===== config.mk =====
export PLATFORM = sky130hd
export DESIGN_NAME = neuron_argmax
export DESIGN_NICKNAME = d
export VERILOG_FILES = /design/src/rtl/neuron_argmax.sv
export SDC_FILE = /design/constraint.sdc
export NUM_CORES = 1
export LEC_CHECK = 0
export BUFFER_PORTS_ARGS = -buffer_cell sky130_fd_sc_hd__clkbuf_2
export CAP_MARGIN = 20
export CORE_ASPECT_RATIO = 2
export CORE_MARGIN = 5
export CORE_UTILIZATION = 40
export CTS_BUF_LIST = sky130_fd_sc_hd__clkbuf_4 sky130_fd_sc_hd__clkbuf_8
export CTS_CLUSTER_DIAMETER = 100
export DETAILED_ROUTE_END_ITERATION = 10
export GPL_TIMING_DRIVEN = 0
export PLACE_DENSITY = 0.7
export SYNTH_ARGS = -nofsm -noshare
export SYNTH_HDL_FRONTEND = slang
export SYNTH_SLANG_ARGS = --single-unit

===== constraint.sdc =====
create_clock -name clk -period 5.9 [get_ports clk]
set_input_delay 0.59 -clock clk [delete_from_list [all_inputs] [get_ports clk]]
set_output_delay 0.59 -clock clk [all_outputs]
set_load 0.01 [all_outputs]

===== src/rtl/neuron_argmax.sv =====
// neuron_argmax
//   Streams one signed neuron result per accepted beat (class order 0..N_CLASSES-1)
//   and tracks the running maximum and its class index. Once the last class has
//   been accepted it holds the winning index/value on a valid/ready output.
// Ports
//   clk        rising-edge clock
//   rst        synchronous active-high reset
//   start_     opens a new frame (IDLE or COLLECT); ignored in DONE
//   in_valid   in_data holds a neuron result
//   in_data    signed neuron result
//   in_ready   high in COLLECT
//   out_valid  high in DONE
//   out_ready  consumer takes the result
//   out_index  winning class index
//   out_value  winning (maximum) value, signed
//   busy       high in COLLECT or DONE
//   end_       one-cycle pulse after the result handshake
module neuron_argmax #(
   parameter int DATA_W    = 33,
   parameter int N_CLASSES = 10,
   parameter int IDX_W     = 4
) (
   input  logic              clk,
   input  logic              rst,
   input  logic              start_,
   input  logic              in_valid,
   input  logic [DATA_W-1:0] in_data,
   output logic              in_ready,
   output logic              out_valid,
   input  logic              out_ready,
   output logic [IDX_W-1:0]  out_index,
   output logic [DATA_W-1:0] out_value,
   output logic              busy,
   output logic              end_
);

   typedef enum logic [1:0] {IDLE, COLLECT, DONE} state_t;

   localparam logic signed [DATA_W-1:0] MIN_VAL = {1'b1, {(DATA_W-1){1'b0}}};
   localparam logic [IDX_W-1:0]         LAST    = IDX_W'(N_CLASSES - 1);

   state_t                    state, state_nxt;
   logic [IDX_W-1:0]          count;
   logic signed [DATA_W-1:0]  best_val;
   logic [IDX_W-1:0]          best_idx;
   logic                      accept;

   assign accept = in_valid & (state == COLLECT);

   // state register
   always_ff @(posedge clk) begin
      if (rst) state <= IDLE;
      else     state <= state_nxt;
   end

   // next-state logic
   always_comb begin
      state_nxt = state;
      case (state)
         IDLE:    if (start_) state_nxt = COLLECT;
         // an abort restarts the frame, so it never completes in the same cycle
         COLLECT: if (!start_ && accept && count == LAST) state_nxt = DONE;
         DONE:    if (out_ready) state_nxt = IDLE;
         default: state_nxt = IDLE;
      endcase
   end

   // state-decoded outputs
   always_comb begin
      in_ready  = 1'b0;
      out_valid = 1'b0;
      busy      = 1'b0;
      case (state)
         COLLECT: begin
            in_ready = 1'b1;
            busy     = 1'b1;
         end
         DONE: begin
            out_valid = 1'b1;
            busy      = 1'b1;
         end
         default: ;
      endcase
   end

   // running maximum; also drives the held result while in DONE
   always_ff @(posedge clk) begin
      if (rst) begin
         count    <= '0;
         best_val <= '0;
         best_idx <= '0;
      end else if (state == IDLE) begin
         if (start_) begin
            count    <= '0;
            best_val <= MIN_VAL;
            best_idx <= '0;
         end
      end else if (state == COLLECT) begin
         if (start_) begin
            // abort: a beat arriving with start_ is class 0 of the new frame,
            // and anything beats MIN_VAL or equals it, so it is the best so far
            best_idx <= '0;
            if (in_valid) begin
               count    <= IDX_W'(1);
               best_val <= $signed(in_data);
            end else begin
               count    <= '0;
               best_val <= MIN_VAL;
            end
         end else if (accept) begin
            // strict compare keeps the lower index on ties
            if ($signed(in_data) > best_val) begin
               best_val <= $signed(in_data);
               best_idx <= count;
            end
            if (count != LAST) count <= count + IDX_W'(1);
         end
      end
   end

   always_ff @(posedge clk) begin
      if (rst) end_ <= 1'b0;
      else     end_ <= (state == DONE) && out_ready;
   end

   assign out_index = best_idx;
   assign out_value = best_val;

endmodule


==> results.yml, run 1 <==
timing:
  grt_setup_unrepaired: "no"
  post-route-period-util_pct: 42.82
  finalSetupViolCount: 0
  fin_setup_tns_ns: 0
  hold_violations: 0
  finalClockSkew_ns: 0.006614
  maxSlewHeadroom_pct: 67.20
  drv_slew: 0
  fmax_mhz: 395.8
  min_period_ns: 2.526
  worstMarginPinSlew_ns: 0.4887
placed_design:
  place.gp.congestion: 0.7546
  port_buffers: 77
  placed_area_mm2: 0.003395
  dp.cells: 505
  dp_hpwl_um: 5313
clock_tree:
  numCtsBuffers: 5
  clk_latency_ns: 0.30
  post_cts_resize_count: 0
  h-tree-depth: 2
  cts_buffer_depth: 2
  root_buffer: "clkbuf_8"
  clock_sinks: 44
  clkTransAtPathRegs_ns: 0.08
  post-cts-setup-buffers: 0
  cts_tree: "yes"
  postCtsHoldBufs: 0
synthesis:
  synth_cell_types: 38
  syn-num-nets: 412
  ys_seq_area_share_pct: 30.44
  synth_edf_count: 0
  ys_ff_latch: 44
  synth_xor_area_share_pct: 0
  synth_compound_area_share_pct: 9.209
  synth_top_family_by_area: "simple AND/OR/NAND/NOR gates"
  ys_warn_count: 0
  synth-simple-area-share_pct: 21.70
  synth_adder_area_share_pct: 16.43
  synth_area_per_cell_um2: 8.613
  netlist_area_mm2: 0.002894
  synthArstFlopShare_pct: 0
  synth_ff_type: "dfxtp_1"
  synthMuxAreaShare_pct: 13.14
  syn_inst: 336
route:
  post_drt_wl_per_cell_um: 12.93
  via_per_inst: 4.881
  routed_wl_um: 6618
  drcViolationCount: 0
  num_vias: 2499
  ant_nets: 0
  drtPass1Iterations: 4
  first_iter_violations: 105
worst_setup_path:
  cp.required_ns: 6.09
  crit_fanout: 10
  endpoint_kind: "register"
  arrival_ns: 2.72
  critPathKind: "reg -> reg"
  start_kind: "register"
  r2r_setup_slack_ns: 3.37
global_routing:
  grt_usage_pct: 15.07
  grt_pass1_wl_um: 11240
  overflow: 0
  first_global_vias: 2551
  grt_max_degree: 13
  antenna_found_initial: 0
die:
  die_x_um: 70.15
  start_util_pct: 40.44
  coreArea_mm2: 0.007157
  rows: 44
  fp.dieArea_mm2: 0.009139
  die-height_um: 130.3
  boundaryPins: 79
power:
  total_power_w: 0.001122
  ir_drop_mv: 0.1664
  powerDensity_mw_per_mm2: 321.5
  leakagePower_nw: 1.572
layout:
  drive_gt1_share_pct: 21.43
  finalNetCount: 496
  syn2layout_area_growth_pct: 20.62
  final_area_mm2: 0.003491
  antennaDiodeCount: 0
  utilization_pct: 48.78
  finalNonFillerCells: 512
run:
  max_cap_viol_count: 0
worst_hold_path:
  min_path_type: "reg -> reg"
status:
  outcome: "complete, no violations"
## path summary, 6_finish.rpt
path	startpoint	end	cells after the start
setup reg to reg	out_value[31]	out_value[15]	10
hold reg to reg	out_index[3]	out_index[3]	2
hold / removal	out_index[3]	out_index[3]	2
setup / recovery	out_value[31]	out_value[15]	10
## layer usage
metal	vias up	wire length (um)	GRT usage (%)
met5	-	0	0
li1	1299	-	-
met2	72	3035	26.10
met3	8	424	3.392
met4	0	95	4.740
met1	1120	3063	18.48
## worst max-delay path: stages (launching register included)
cell and delay [ns]:
dfxtp_1 0.37, inv_1 0.06, ha_1 0.29, nand3_1 0.13, nor4_2 0.45, inv_1 0.09, o221a_1 0.29, a211o_1 0.30
buf_6 0.17, buf_12 0.16, mux2i_1 0.12
## layout make-up
class | count | area [um^2]
Tap cell | 92 | 115.1
Sequential cell | 44 | 880.8
Buffer | 13 | 105.1
Timing Repair Buffer | 77 | 385.4
Multi-Input combinational cell | 237 | 1750
Clock buffer | 7 | 96.34
Inverter | 42 | 157.7
Fill cell | 751 | 3666
## cell families (layout without fill, tap and decap cells)
family	Yosys count	count (layout)
fa+ha+maj	38	38
simple gates	119	119
flops	44	44
compound gates	42	42
mux	38	38
buf+inv	55	139
## cells in the mapped netlist, types with 2 or more instances
library cell  instances  area (um^2)
inv_1                42        157.7
nand4_1               8        50.05
nand3_1               4        20.02
o21ai_1               2        10.01
or4_1                 2        15.01
nor3_1                4        20.02
a21o_1                5        37.54
clkbuf_1              9        33.78
a21oi_1              18        90.09
o21ai_0               6        30.03
nand2_1              40        150.1
o31ai_1               2        15.01
nand2b_1             38        237.7
nand3b_1              4        30.03
nor2_1               10        37.54
mux2i_1              38        380.4
buf_12                3        60.06
dfxtp_1              44        880.8
ha_1                 38        475.5
## registers in the layout (all words and copies together) (netlist names)
register and cells:
count 4, end_ 1, out_index 4, out_value 33
state 2
## through the flow
stage,hold WS [ns],setup WS [ns]
6_report,0.4862,3.374
5_1_grt,0.5060,3.125
4_1_cts,0.4912,3.362
3_5_place_dp,0.4727,3.097
3_3_place_gp,0.4721,3.098
2_1_floorplan,0.4704,3.422
## layout by cell type (no fill, tap or decap), drive strengths merged, types with 4 or more instances in the layout
cell and count:
a21o 5, a21oi 18, buf 4, clkbuf 93, dfxtp 44, ha 38
inv 42, mux2i 38, nand2 40, nand2b 38, nand3 4, nand3b 4
nand4 8, nor2 10, nor3 4, o21ai 8
## power by group
group          leakage [nW]  internal (W)  switching (W)
clock network        0.0503      0.000104       0.000104
registers             0.356      0.000338      0.0000335
logic                  1.16      0.000254       0.000288
total                  1.57      0.000697       0.000425
Note: power is estimated with default switching activity, not from simulation.
==> inputs of run 2 (changes only) <==
==> constraint.sdc (replaced) <==
create_clock -name clk -period 2.39 [get_ports clk]
set_input_delay 0.239 -clock clk [delete_from_list [all_inputs] [get_ports clk]]
set_output_delay 0.239 -clock clk [all_outputs]
set_load 0.01 [all_outputs]
==> run 2 against run 1 <==
Maximum frequency increased by 1.5%. Highest routed layer unchanged. Critical path depth unchanged. Combinational power rose to 2.9 times the previous value. Sequential power grew 150%. The run now ends with setup timing left. Flip-flop and latch count unchanged. Critical endpoint unchanged.
==> results.yml, run 2 (synthesis gave the netlist of run 1 again) <==
status:
  outcome: "finished with violations"
  violations: "setup timing"
worst_setup_path:
  slowest_stage: "nor4_4"
  reg2reg_depth: 10
  startpoint: "out_value[23]"
  crit_path_frequent_cell: "inv_1"
  endpoint_kind: "register"
  worstPathCellList: "inv_1, ha_4, nand4_1, nor4_4, inv_1, o221a_1, a211o_1, buf_8, buf_12, mux2i_2"
  timing.rr.start: "out_value[23]"
  critPathKind: "reg -> reg"
  arrival_ns: 2.68
  r2r_setup_slack_ns: -0.1
  rr_endpoint: "out_value[15]"
  crit_fanout: 9
  cp.required_ns: 2.58
  cp-endpoint: "out_value[15]"
  start_kind: "register"
  critPathMaxStageDelay_ns: 0.43
global_routing:
  grt_usage_pct: 15.39
  grt_max_degree: 13
  first_global_vias: 2599
  antenna_found_initial: 0
  grt_pass1_wl_um: 11470
  overflow: 0
timing:
  whs_ns: 0.1600
  drv_slew: 0
  worstMarginPinSlew_ns: 0.4819
  worst_slack_ns: -0.09928
  hold_violations: 0
  fin_setup_tns_ns: -2.809
  maxSlewHeadroom_pct: 67.66
  min_period_ns: 2.489
  post-route-period-util_pct: 104.2
  fmax_mhz: 401.7
  finalClockSkew_ns: 0.006449
  finalSetupViolCount: 37
  grt_setup_unrepaired: "yes"
clock_tree:
  cts_tree: "yes"
  clock_sinks: 44
  root_buffer: "clkbuf_8"
  clk_latency_ns: 0.30
  h-tree-depth: 2
  clkTransAtPathRegs_ns: 0.08
  numCtsBuffers: 5
  cts_buffer_depth: 2
placed_design:
  dp.cells: 505
  port_buffers: 77
  placed_area_mm2: 0.003395
  dp_hpwl_um: 5313
  place.gp.congestion: 0.7546
power:
  p_clk_share_pct: 17.1
  seq_power_share_pct: 30.6
  p_int_w: 0.001889
  ir_drop_mv: 0.4566
  total_power_w: 0.003010
  leakagePower_nw: 1.672
  swShare_pct: 37.24
  combPwrFrac_pct: 52.3
  power_switching_w: 0.001121
  powerDensity_mw_per_mm2: 807.0
run:
  max_cap_viol_count: 0
route:
  drtPass1Iterations: 4
  drcViolationCount: 0
  num_vias: 2585
  via_per_inst: 4.933
  post_drt_wl_per_cell_um: 13.84
  first_iter_violations: 127
  ant_nets: 0
  routed_wl_um: 7251
layout:
  antennaDiodeCount: 0
  final_area_mm2: 0.003730
  final_common_cell: "clkbuf_2"
  finalNonFillerCells: 524
  syn2layout_area_growth_pct: 28.88
  largest_reg_flops: 33
  layout_common_cells: "clkbuf_2 (77), nand2_1 (40), inv_1 (39), nand2b_1 (38), mux2i_1 (37)"
  drive_gt1_share_pct: 28.94
  finalNetCount: 508
die:
  die_x_um: 70.15
  coreArea_mm2: 0.007157
  rows: 44
  start_util_pct: 40.44
  fp.dieArea_mm2: 0.009139
  boundaryPins: 79
  die-height_um: 130.3
worst_hold_path:
  min_path_type: "in -> reg"
run 2: worst max-delay path, delay by kind of cell, from the launching register on:
kind / cells / cell delay [ns]
DFF: 1 / 0.33
adders and majority gates: 1 / 0.27
buffers and inverters: 4 / 0.45
AOI/OAI and AO/OA: 2 / 0.58
and+or+nand+nor: 2 / 0.60
muxes: 1 / 0.14
run 2: worst min-delay path by stage:
stage,start,endpoint,cells after the start
final,out_ready,end_,3
after global routing,in_data[27],out_value[27],3
after CTS,out_ready,end_,3
after detailed placement,out_ready,end_,3
after global placement,out_ready,end_,3
after floorplan,out_ready,end_,2
run 2: power by group through the flow:
stage               combinational (W)  sequential (W)  clock (W)
floorplan                    0.000983        0.000957          0
global placement              0.00134        0.000932          0
detailed placement            0.00136        0.000935          0
CTS                           0.00141        0.000922   0.000527
global route                  0.00174        0.000936   0.000553
finish                        0.00157        0.000922   0.000515
run 2: area by class of cell:
type	instances	area [um^2]
clock buffer	7	96.34
multi-input combinational	237	1847
inverter	42	157.7
tap	92	115.1
buffer	13	108.9
fill	718	3427
sequential	44	894.6
timing repair buffer	89	510.5
run 2: metrics by stage:
stage | utilization [%] | setup slack (ns)
floorplan | - | 0.07078
finish | 52.12 | -0.09928
CTS | 49.48 | 0.01360
global placement | 47.43 | -0.09765
detailed placement | 47.43 | -0.1108
global route | 52.12 | -0.1909
run 2: what timing repair did:
action,CTS,global route
hold buffers,0,0
gates cloned,0,2
hold endpoints to repair,0,0
gates resized for setup,11,14
pin swaps,5,6
endpoints found under the setup margin,31,37
buffers inserted,3,7
run 2: routing by layer:
layer | track usage, % | vias to the layer above | routed length, um
met4 | 4.740 | 0 | 92
met2 | 27.11 | 72 | 3507
li1 | - | 1327 | -
met1 | 18.58 | 1178 | 3197
met5 | 0 | - | 0
met3 | 3.392 | 8 | 453
